[config.mk]
export PLATFORM = sky130hd
export DESIGN_NAME = core_lsu_req
export DESIGN_NICKNAME = d
export VERILOG_FILES = /design/src/rtl/core_lsu_pkg.sv /design/src/rtl/core_store_align.sv /design/src/rtl/core_lsu_req.sv
export SDC_FILE = /design/constraint.sdc
export NUM_CORES = 1
export LEC_CHECK = 0
export ABC_CLOCK_PERIOD_IN_PS = 2000
export BUFFER_PORTS_ARGS = -buffer_cell sky130_fd_sc_hd__buf_2
export CORE_ASPECT_RATIO = 1.75
export CORE_MARGIN = 10
export CORE_UTILIZATION = 35
export DETAILED_ROUTE_END_ITERATION = 16
export HOLD_SLACK_MARGIN = 0.12
export SLEW_MARGIN = 40
export SYNTH_ARGS = -nofsm -noshare
export SYNTH_HDL_FRONTEND = slang
export SYNTH_SLANG_ARGS = --single-unit
[constraint.sdc]
create_clock -name i_clk -period 2 [get_ports i_clk]
set_input_delay 0.1 -clock i_clk [delete_from_list [all_inputs] [get_ports i_clk]]
set_output_delay 0.1 -clock i_clk [all_outputs]
set_load 0.01 [all_outputs]
[src/rtl/core_lsu_pkg.sv]
// Shared definitions for the MEM-stage load/store request unit.
package core_lsu_pkg;

  localparam int unsigned LSU_XLEN = 32;

  // Access size encodings, shared with the writeback load extractor
  localparam logic [3:0] SIZE_BYTE = 4'b0001;
  localparam logic [3:0] SIZE_HALF = 4'b0011;
  localparam logic [3:0] SIZE_WORD = 4'b1111;

  typedef enum logic [1:0] {
    ST_IDLE = 2'd0,
    ST_REQ  = 2'd1,
    ST_WAIT = 2'd2
  } lsu_state_t;

endpackage

[src/rtl/core_store_align.sv]
// Byte-enable generation, store-data lane replication and misalignment detection.
module core_store_align
  import core_lsu_pkg::*;
#(
  parameter int unsigned XLEN = LSU_XLEN
) (
  input  logic [3:0]      i_d_size,
  input  logic [1:0]      i_addr_lo,
  input  logic [XLEN-1:0] i_wdata,
  output logic [3:0]      o_be,
  output logic [XLEN-1:0] o_wdata,
  output logic            o_misaligned
);

  // Unknown size encodings fall through to word behaviour
  always_comb begin
    o_be         = 4'b1111;
    o_wdata      = i_wdata;
    o_misaligned = 1'b0;
    case (i_d_size)
      SIZE_BYTE: begin
        o_be    = 4'b0001 << i_addr_lo;
        o_wdata = XLEN'({4{i_wdata[7:0]}});
      end
      SIZE_HALF: begin
        o_be         = 4'b0011 << i_addr_lo;
        o_wdata      = XLEN'({2{i_wdata[15:0]}});
        o_misaligned = i_addr_lo[0];
      end
      default: begin
        o_misaligned = |i_addr_lo;
      end
    endcase
  end

endmodule

[src/rtl/core_lsu_req.sv]
// MEM-stage load/store request unit: turns pipeline ops into word-aligned
// req/gnt/rvalid bus transactions, one outstanding at a time.
module core_lsu_req
  import core_lsu_pkg::*;
#(
  parameter int unsigned XLEN = LSU_XLEN
) (
  input  logic            i_clk,
  input  logic            i_rst_n,
  input  logic            i_mem_read,
  input  logic            i_mem_write,
  input  logic [3:0]      i_d_size,
  input  logic [XLEN-1:0] i_addr,
  input  logic [XLEN-1:0] i_wdata,
  output logic            o_data_req,
  output logic            o_data_we,
  output logic [XLEN-1:0] o_data_addr,
  output logic [3:0]      o_data_be,
  output logic [XLEN-1:0] o_data_wdata,
  input  logic            i_data_gnt,
  input  logic            i_data_rvalid,
  input  logic [XLEN-1:0] i_data_rdata,
  output logic [XLEN-1:0] o_load_data,
  output logic            o_stall,
  output logic            o_misaligned
);

  lsu_state_t      state_q;
  lsu_state_t      state_d;
  logic            op_c;
  logic            accept_c;
  logic [3:0]      al_be;
  logic [XLEN-1:0] al_wdata;
  logic            al_mis;

  assign op_c = i_mem_read | i_mem_write;

  core_store_align #(
    .XLEN (XLEN)
  ) u_align (
    .i_d_size     (i_d_size),
    .i_addr_lo    (i_addr[1:0]),
    .i_wdata      (i_wdata),
    .o_be         (al_be),
    .o_wdata      (al_wdata),
    .o_misaligned (al_mis)
  );

  // State register
  always_ff @(posedge i_clk) begin
    if (!i_rst_n) begin
      state_q <= ST_IDLE;
    end else begin
      state_q <= state_d;
    end
  end

  // Next-state logic; an op is only looked at while idle
  always_comb begin
    state_d  = state_q;
    accept_c = 1'b0;
    case (state_q)
      ST_IDLE: begin
        if (op_c && !al_mis) begin
          accept_c = 1'b1;
          state_d  = ST_REQ;
        end
      end
      ST_REQ: begin
        if (i_data_gnt) begin
          state_d = ST_WAIT;
        end
      end
      ST_WAIT: begin
        if (i_data_rvalid) begin
          state_d = ST_IDLE;
        end
      end
      default: begin
        state_d = ST_IDLE;
      end
    endcase
  end

  // Stall drops in the rvalid cycle so the pipeline advances on that edge
  assign o_stall = accept_c
                 | (state_q == ST_REQ)
                 | ((state_q == ST_WAIT) & ~i_data_rvalid);

  // Misaligned ops are reported for the cycle they are presented, never issued
  assign o_misaligned = i_rst_n & (state_q == ST_IDLE) & op_c & al_mis;

  // Bus request capture and load-data return
  always_ff @(posedge i_clk) begin
    if (!i_rst_n) begin
      o_data_req   <= 1'b0;
      o_data_we    <= 1'b0;
      o_data_addr  <= '0;
      o_data_be    <= 4'b0000;
      o_data_wdata <= '0;
      o_load_data  <= '0;
    end else begin
      if (accept_c) begin
        o_data_req   <= 1'b1;
        o_data_we    <= i_mem_write;
        o_data_addr  <= {i_addr[XLEN-1:2], 2'b00};
        o_data_be    <= al_be;
        o_data_wdata <= al_wdata;
      end
      if ((state_q == ST_REQ) && i_data_gnt) begin
        o_data_req <= 1'b0;
      end
      if ((state_q == ST_WAIT) && i_data_rvalid && !o_data_we) begin
        o_load_data <= i_data_rdata;
      end
    end
  end

endmodule

# Word level (Yosys, flattened, before mapping)
# Index checks and enable logic that the tools add are counted.
# word_totals
reg_bits	102
in_bits	106
output_inout_bits	104
wordCells	44
# op_classes
eq_ne	7
shift	2
mux	9
bitwise_logic	9
n_reduce_logical	10
# op_table
operator	count
32-bit case mux with 2 select lines	1
4-bit case mux with 2 select lines	1
2-bit 2-to-1 mux	3
2-bit inequality test, second input constant	3
2-bit case mux with 3 select lines	1
1-bit AND	4
4-bit by 1-bit == test with 1-bit output, second input constant	1
4-bit by 2-bit == test with 1-bit output, second input constant	1
1-bit logical AND	4
2-bit OR reduction	2
1-bit by 2-bit left shift with 4-bit output, first input constant	1
2-bit by 2-bit left shift with 4-bit output, first input constant	1
1-bit OR	3
3-bit AND reduction	1
2-bit by 1-bit == test with 1-bit output, second input constant	1
2-bit == test, second input constant	1
1-bit logical NOT	2
2-bit logical NOT	1
1-bit 2-to-1 mux	2
1-bit NOT	2
1-bit case mux with 2 select lines	1

# Logic depth before layout (Yosys ltp)
# depth
depth_word	8
mapped_depth	6

# Modules after synthesis
# From an unflattened synthesis, not the netlist that was laid out.
# hier_totals
hier_cells	505
hier_area_um2	4625.7
# modules_own_cells
mod	n_inst	cells_each	area_per_inst_um2	seq_area_each_um2
core_lsu_req	1	451	4106.4	2042.0
core_store_align	1	54	519.2	0.0

# Worst setup path after synthesis
# Ideal clock, no wire load.
# synth_timing
path_type	input to register
startpoint	input port i_d_size[1]
endpoint	register o_data_addr[10]
setup_time_ns	0.072
t_arrival_ns	1.395
required_ns	1.928
path_slack_ns	0.534
path_stages	6
path_cell_list	or4b_1 a2bb2oi_2 and2_1 buf_4 buf_6 mux2i_1
# synth_via
elab_chain_len	6
# synth_lines
item	line	source
start: declaration	core_lsu_req.sv:12	input logic [3:0] i_d_size,
4-bit by 2-bit == test with 1-bit output or 4-bit by 1-bit == test with 1-bit output (tied branches)	core_store_align.sv:20	case (i_d_size)
1-bit case mux with 2 select lines *	core_store_align.sv:20	
1-bit logical NOT *	core_lsu_req.sv:64	if (op_c && !al_mis) begin
1-bit logical AND *	core_lsu_req.sv:64	
1-bit 2-to-1 mux *	core_lsu_req.sv:64	
1-bit 2-to-1 mux *	core_lsu_req.sv:62	case (state_q)
end signal: assignment	core_lsu_req.sv:106	o_data_addr <= {i_addr[XLEN-1:2], 2'b00};
end: declaration	core_lsu_req.sv:17	output logic [XLEN-1:0] o_data_addr,
# Every way passes the cells marked *; elsewhere a longest branch is shown, timed or not.
# A chain may end at the register's enable or synchronous reset.

# Worst setup path in the final report
# layout_timing
startpoint	input port i_addr[1]
endpoint	output port o_stall
# layout_via
elab_chain_len	8
# layout_lines
item	line	source
start: declaration	core_lsu_req.sv:13	input logic [XLEN-1:0] i_addr,
2-bit OR reduction	core_store_align.sv:31	o_misaligned = |i_addr_lo;
1-bit case mux with 2 select lines	core_store_align.sv:20	
1-bit logical NOT	core_lsu_req.sv:64	
1-bit logical AND	core_lsu_req.sv:64	
1-bit 2-to-1 mux	core_lsu_req.sv:64	
1-bit 2-to-1 mux	core_lsu_req.sv:62	
1-bit OR	core_lsu_req.sv:87	| (state_q == ST_REQ)
1-bit OR	core_lsu_req.sv:88	| ((state_q == ST_WAIT) & ~i_data_rvalid);
end: declaration	core_lsu_req.sv:24	output logic o_stall,
# No other way between the ends.

==> metrics <==
met3 wire length=around 700 um; Clock Tree Root=clkbuf_16; row count=53; Synth Instances=480; detailed placement HPWL=roughly 11000 um; top-area cell type share of the netlist area=between 40% and 50%; Worst Skew=between 5 and 6 ps; Die X=approximately 100 um; post-CTS setup-driven buffer insertion count=0; share of the clock period used by the worst path=between 90% and 100%; Seq/Total Area, Yosys=47.5%; TritonCTS Buffers=9; WP data required=approximately 1900 ps; outcome=finished clean; H-tree levels=3; Worst IR Drop VDD=approximately 0.43 mV; CTS sink count=102; grt ovf=0; crit path capture type=primary output; WS Path Type=input pin to primary output; dominant cell type by area after synthesis=dfxtp_1; FF+latch area=between 0.002 and 0.0025 mm2; FF+latch count, synth=approximately 100; area of the multi-input gates=slightly above 0.002 mm2; FMAX=about 540 MHz; CP Launch Type=input pin; Setup violations, final=0; M1 wire length=between 5000 and 6000 um; Routed WL per cell=between 15 and 20 um; DRT Pass-1 Iters=5; unique cell type count in the Yosys netlist=30; vias in the first global route=roughly 4600; chip height=167 um; io pins=210; Final Wtd Congestion=0.788; Worst slew margin=approximately two thirds; CP max FO=19; area delta synth->final=55.7%; synthesized area=approximately 0.0043 mm2; met2 WL=slightly below 8000 um; first-pass GRT wire length=between 20000 and 25000 um; RSZ-0062 raised after global routing=no; endpoints failing hold=0; layout cells sized above 1=approximately 32%; Hold Path Class=input pin to flop; Ys Warns=0; Starting Density=35.8%; CTS clock-pin slew for the worst setup and hold paths=70 ps; maxcap violations=0; PwrDens=~700 mW/mm2; routed vias=approximately 4400; CTS tree=yes; main area contributors after synthesis=dfxtp_1 (47%), mux2i_1 (14%), nand2_1 (14%); leak pwr=between 3 and 4 nW; Slew Viols, Final=0; Die ar.=about 0.017 mm2; DRC=0; DRT antenna net count=0; DR iter-0 viols=205; IO buf count=207; Total GRT Usage=16.4%; hold slack=about 130 ps; final wirelength=14800 um; Mapped Avg Cell Area=~9 um2; Fill cells=approximately 1100; Final nets=864; Max Root-Sink Buffers=2; Highest Signal Layer=met4; Worst-Skew Late Latency=340 ps; WP data arrival=~1800 ps; Sum Neg Setup Slack=0 ps; post-layout min period=roughly 1900 ps; routed vias/inst=between 4 and 5; largest net degree at the start of global routing=52; core area=between 0.01 and 0.015 mm2; initial antenna violation count=2; Worst Tran Pin Value=about 510 ps
## cell families (layout without fill, tap and decap cells)
group,count (synthesis),count (layout),share of synthesized area [%]
AND/OR/NAND/NOR,196,196,19.3
flip-flops,102,102,47.5
AO/OA/AOI/OAI,75,75,13.3
multiplexers,62,62,14.4
buffers and inverters,43,325,5.15
adder cells (fa/ha/maj),1,1,0.233
other,1,5,0.0872
## synth_stat cells, drive strengths merged
cell,number
nor3,1
mux2i,62
and2,1
or4b,1
nor4bb,1
clkbuf,30
o211ai,16
or3b,1
inv,1
o221a,3
a21oi,2
nand4,9
nor2,4
conb,1
nor3b,1
dfxtp,102
maj3,1
nand4bb,1
nand2,162
buf,12
nand3,10
o21ai,11
nand3b,1
a2bb2oi,1
o211a,9
a21boi,33
nand2b,3
## power by group
| part | switching [mW] | internal, mW |
|---|---|---|
| Sequential | 0.0567 | 2.13 |
| Combinational | 0.378 | 0.409 |
| Clock | 0.783 | 1.01 |
| Total | 1.22 | 3.55 |
## cell type report
class / count / share of cell area (%)
multi-input combinational: 336 / 31.0
timing repair buffer: 308 / 30.7
sequential: 102 / 30.5
clock buffer: 10 / 3.57
tap: 165 / 3.08
clock inverter: 6 / 1.03
antenna: 3 / 0.112
inverter: 1 / 0.0560
## cells in the final DEF, fill, tap and decap left out
| master | instances |
|---|---|
| nor3b_4 | 1 |
| nand2_8 | 1 |
| nand2_1 | 161 |
| maj3_1 | 1 |
| o21ai_0 | 11 |
| mux2i_1 | 62 |
| clkinvlp_4 | 1 |
| a21boi_0 | 33 |
| and2_2 | 1 |
| nor2_1 | 4 |
| clkbuf_8 | 1 |
| o211ai_1 | 16 |
| clkbuf_16 | 9 |
| dfxtp_1 | 102 |
| inv_1 | 1 |
| conb_1 | 2 |
| a21oi_1 | 2 |
| or4b_1 | 1 |
| or3b_2 | 1 |
| buf_2 | 206 |
| a2bb2oi_2 | 1 |
| nand3b_1 | 1 |
| buf_4 | 10 |
| nand4_1 | 9 |
| inv_6 | 2 |
| dlygate4sd3_1 | 89 |
| o211a_1 | 9 |
| nor4bb_4 | 1 |
| nor3_2 | 1 |
| nand3_1 | 10 |
| nand4bb_1 | 1 |
| diode_2 | 3 |
| clkinv_2 | 1 |
| o221a_2 | 3 |
| buf_12 | 3 |
| bufinv_16 | 1 |
| clkinv_4 | 1 |
| nand2b_1 | 3 |
## metrics by stage
step	setup slack [ps]	std cells	utilization [%]	power [mW]	cell area [um2]
after CTS	95.8	928	55.7	4.82	6680
after floorplan	534	481	-	2.58	4310
after global placement	243	823	45.7	2.86	5480
after detailed placement	233	823	45.7	2.88	5480
after global routing	47.9	930	55.8	4.97	6700
final	145	931	55.8	4.77	6700
## sequential cells by signal, indices dropped and copies added (netlist names)
register,count
o_load_data,32
state_q,2
o_data_be,4
o_data_addr,30
o_data_we,1
o_data_wdata,32
o_data_req,1
## final timing paths
| kind | startpoint | end | slack [ps] | depth (start not counted) |
|---|---|---|---|---|
| worst min-delay path | i_wdata[14] | o_data_wdata[14] | 130 | 3 |
| worst min register to register | o_data_wdata[4] | o_data_wdata[4] | 460 | 2 |
| worst max-delay path | i_addr[1] | o_stall | 150 | 8 |
| worst max register to register | state_q[0] | o_data_be[1] | 570 | 4 |
## layer usage
metal | GRT usage, % | vias up
li1 | - | 2182
met1 | 16.6 | 2007
met2 | 30.0 | 156
met3 | 3.59 | 36
met4 | 9.73 | 0
met5 | 0 | -
## what timing repair did
item / CTS / global route
hold buffers: 89 / 0
endpoints found under the setup margin: 0 / 1
resized for setup: 0 / 1
hold endpoints to repair: 90 / 0
## worst max-delay path, stage by stage
cell and delay, ps:
dlygate4sd3_1 530, buf_2 130, inv_1 100, a2bb2oi_2 160, buf_4 270, nand2_8 180, nand3_1 130, buf_2 140
Note: power is estimated with default switching activity, not from simulation.
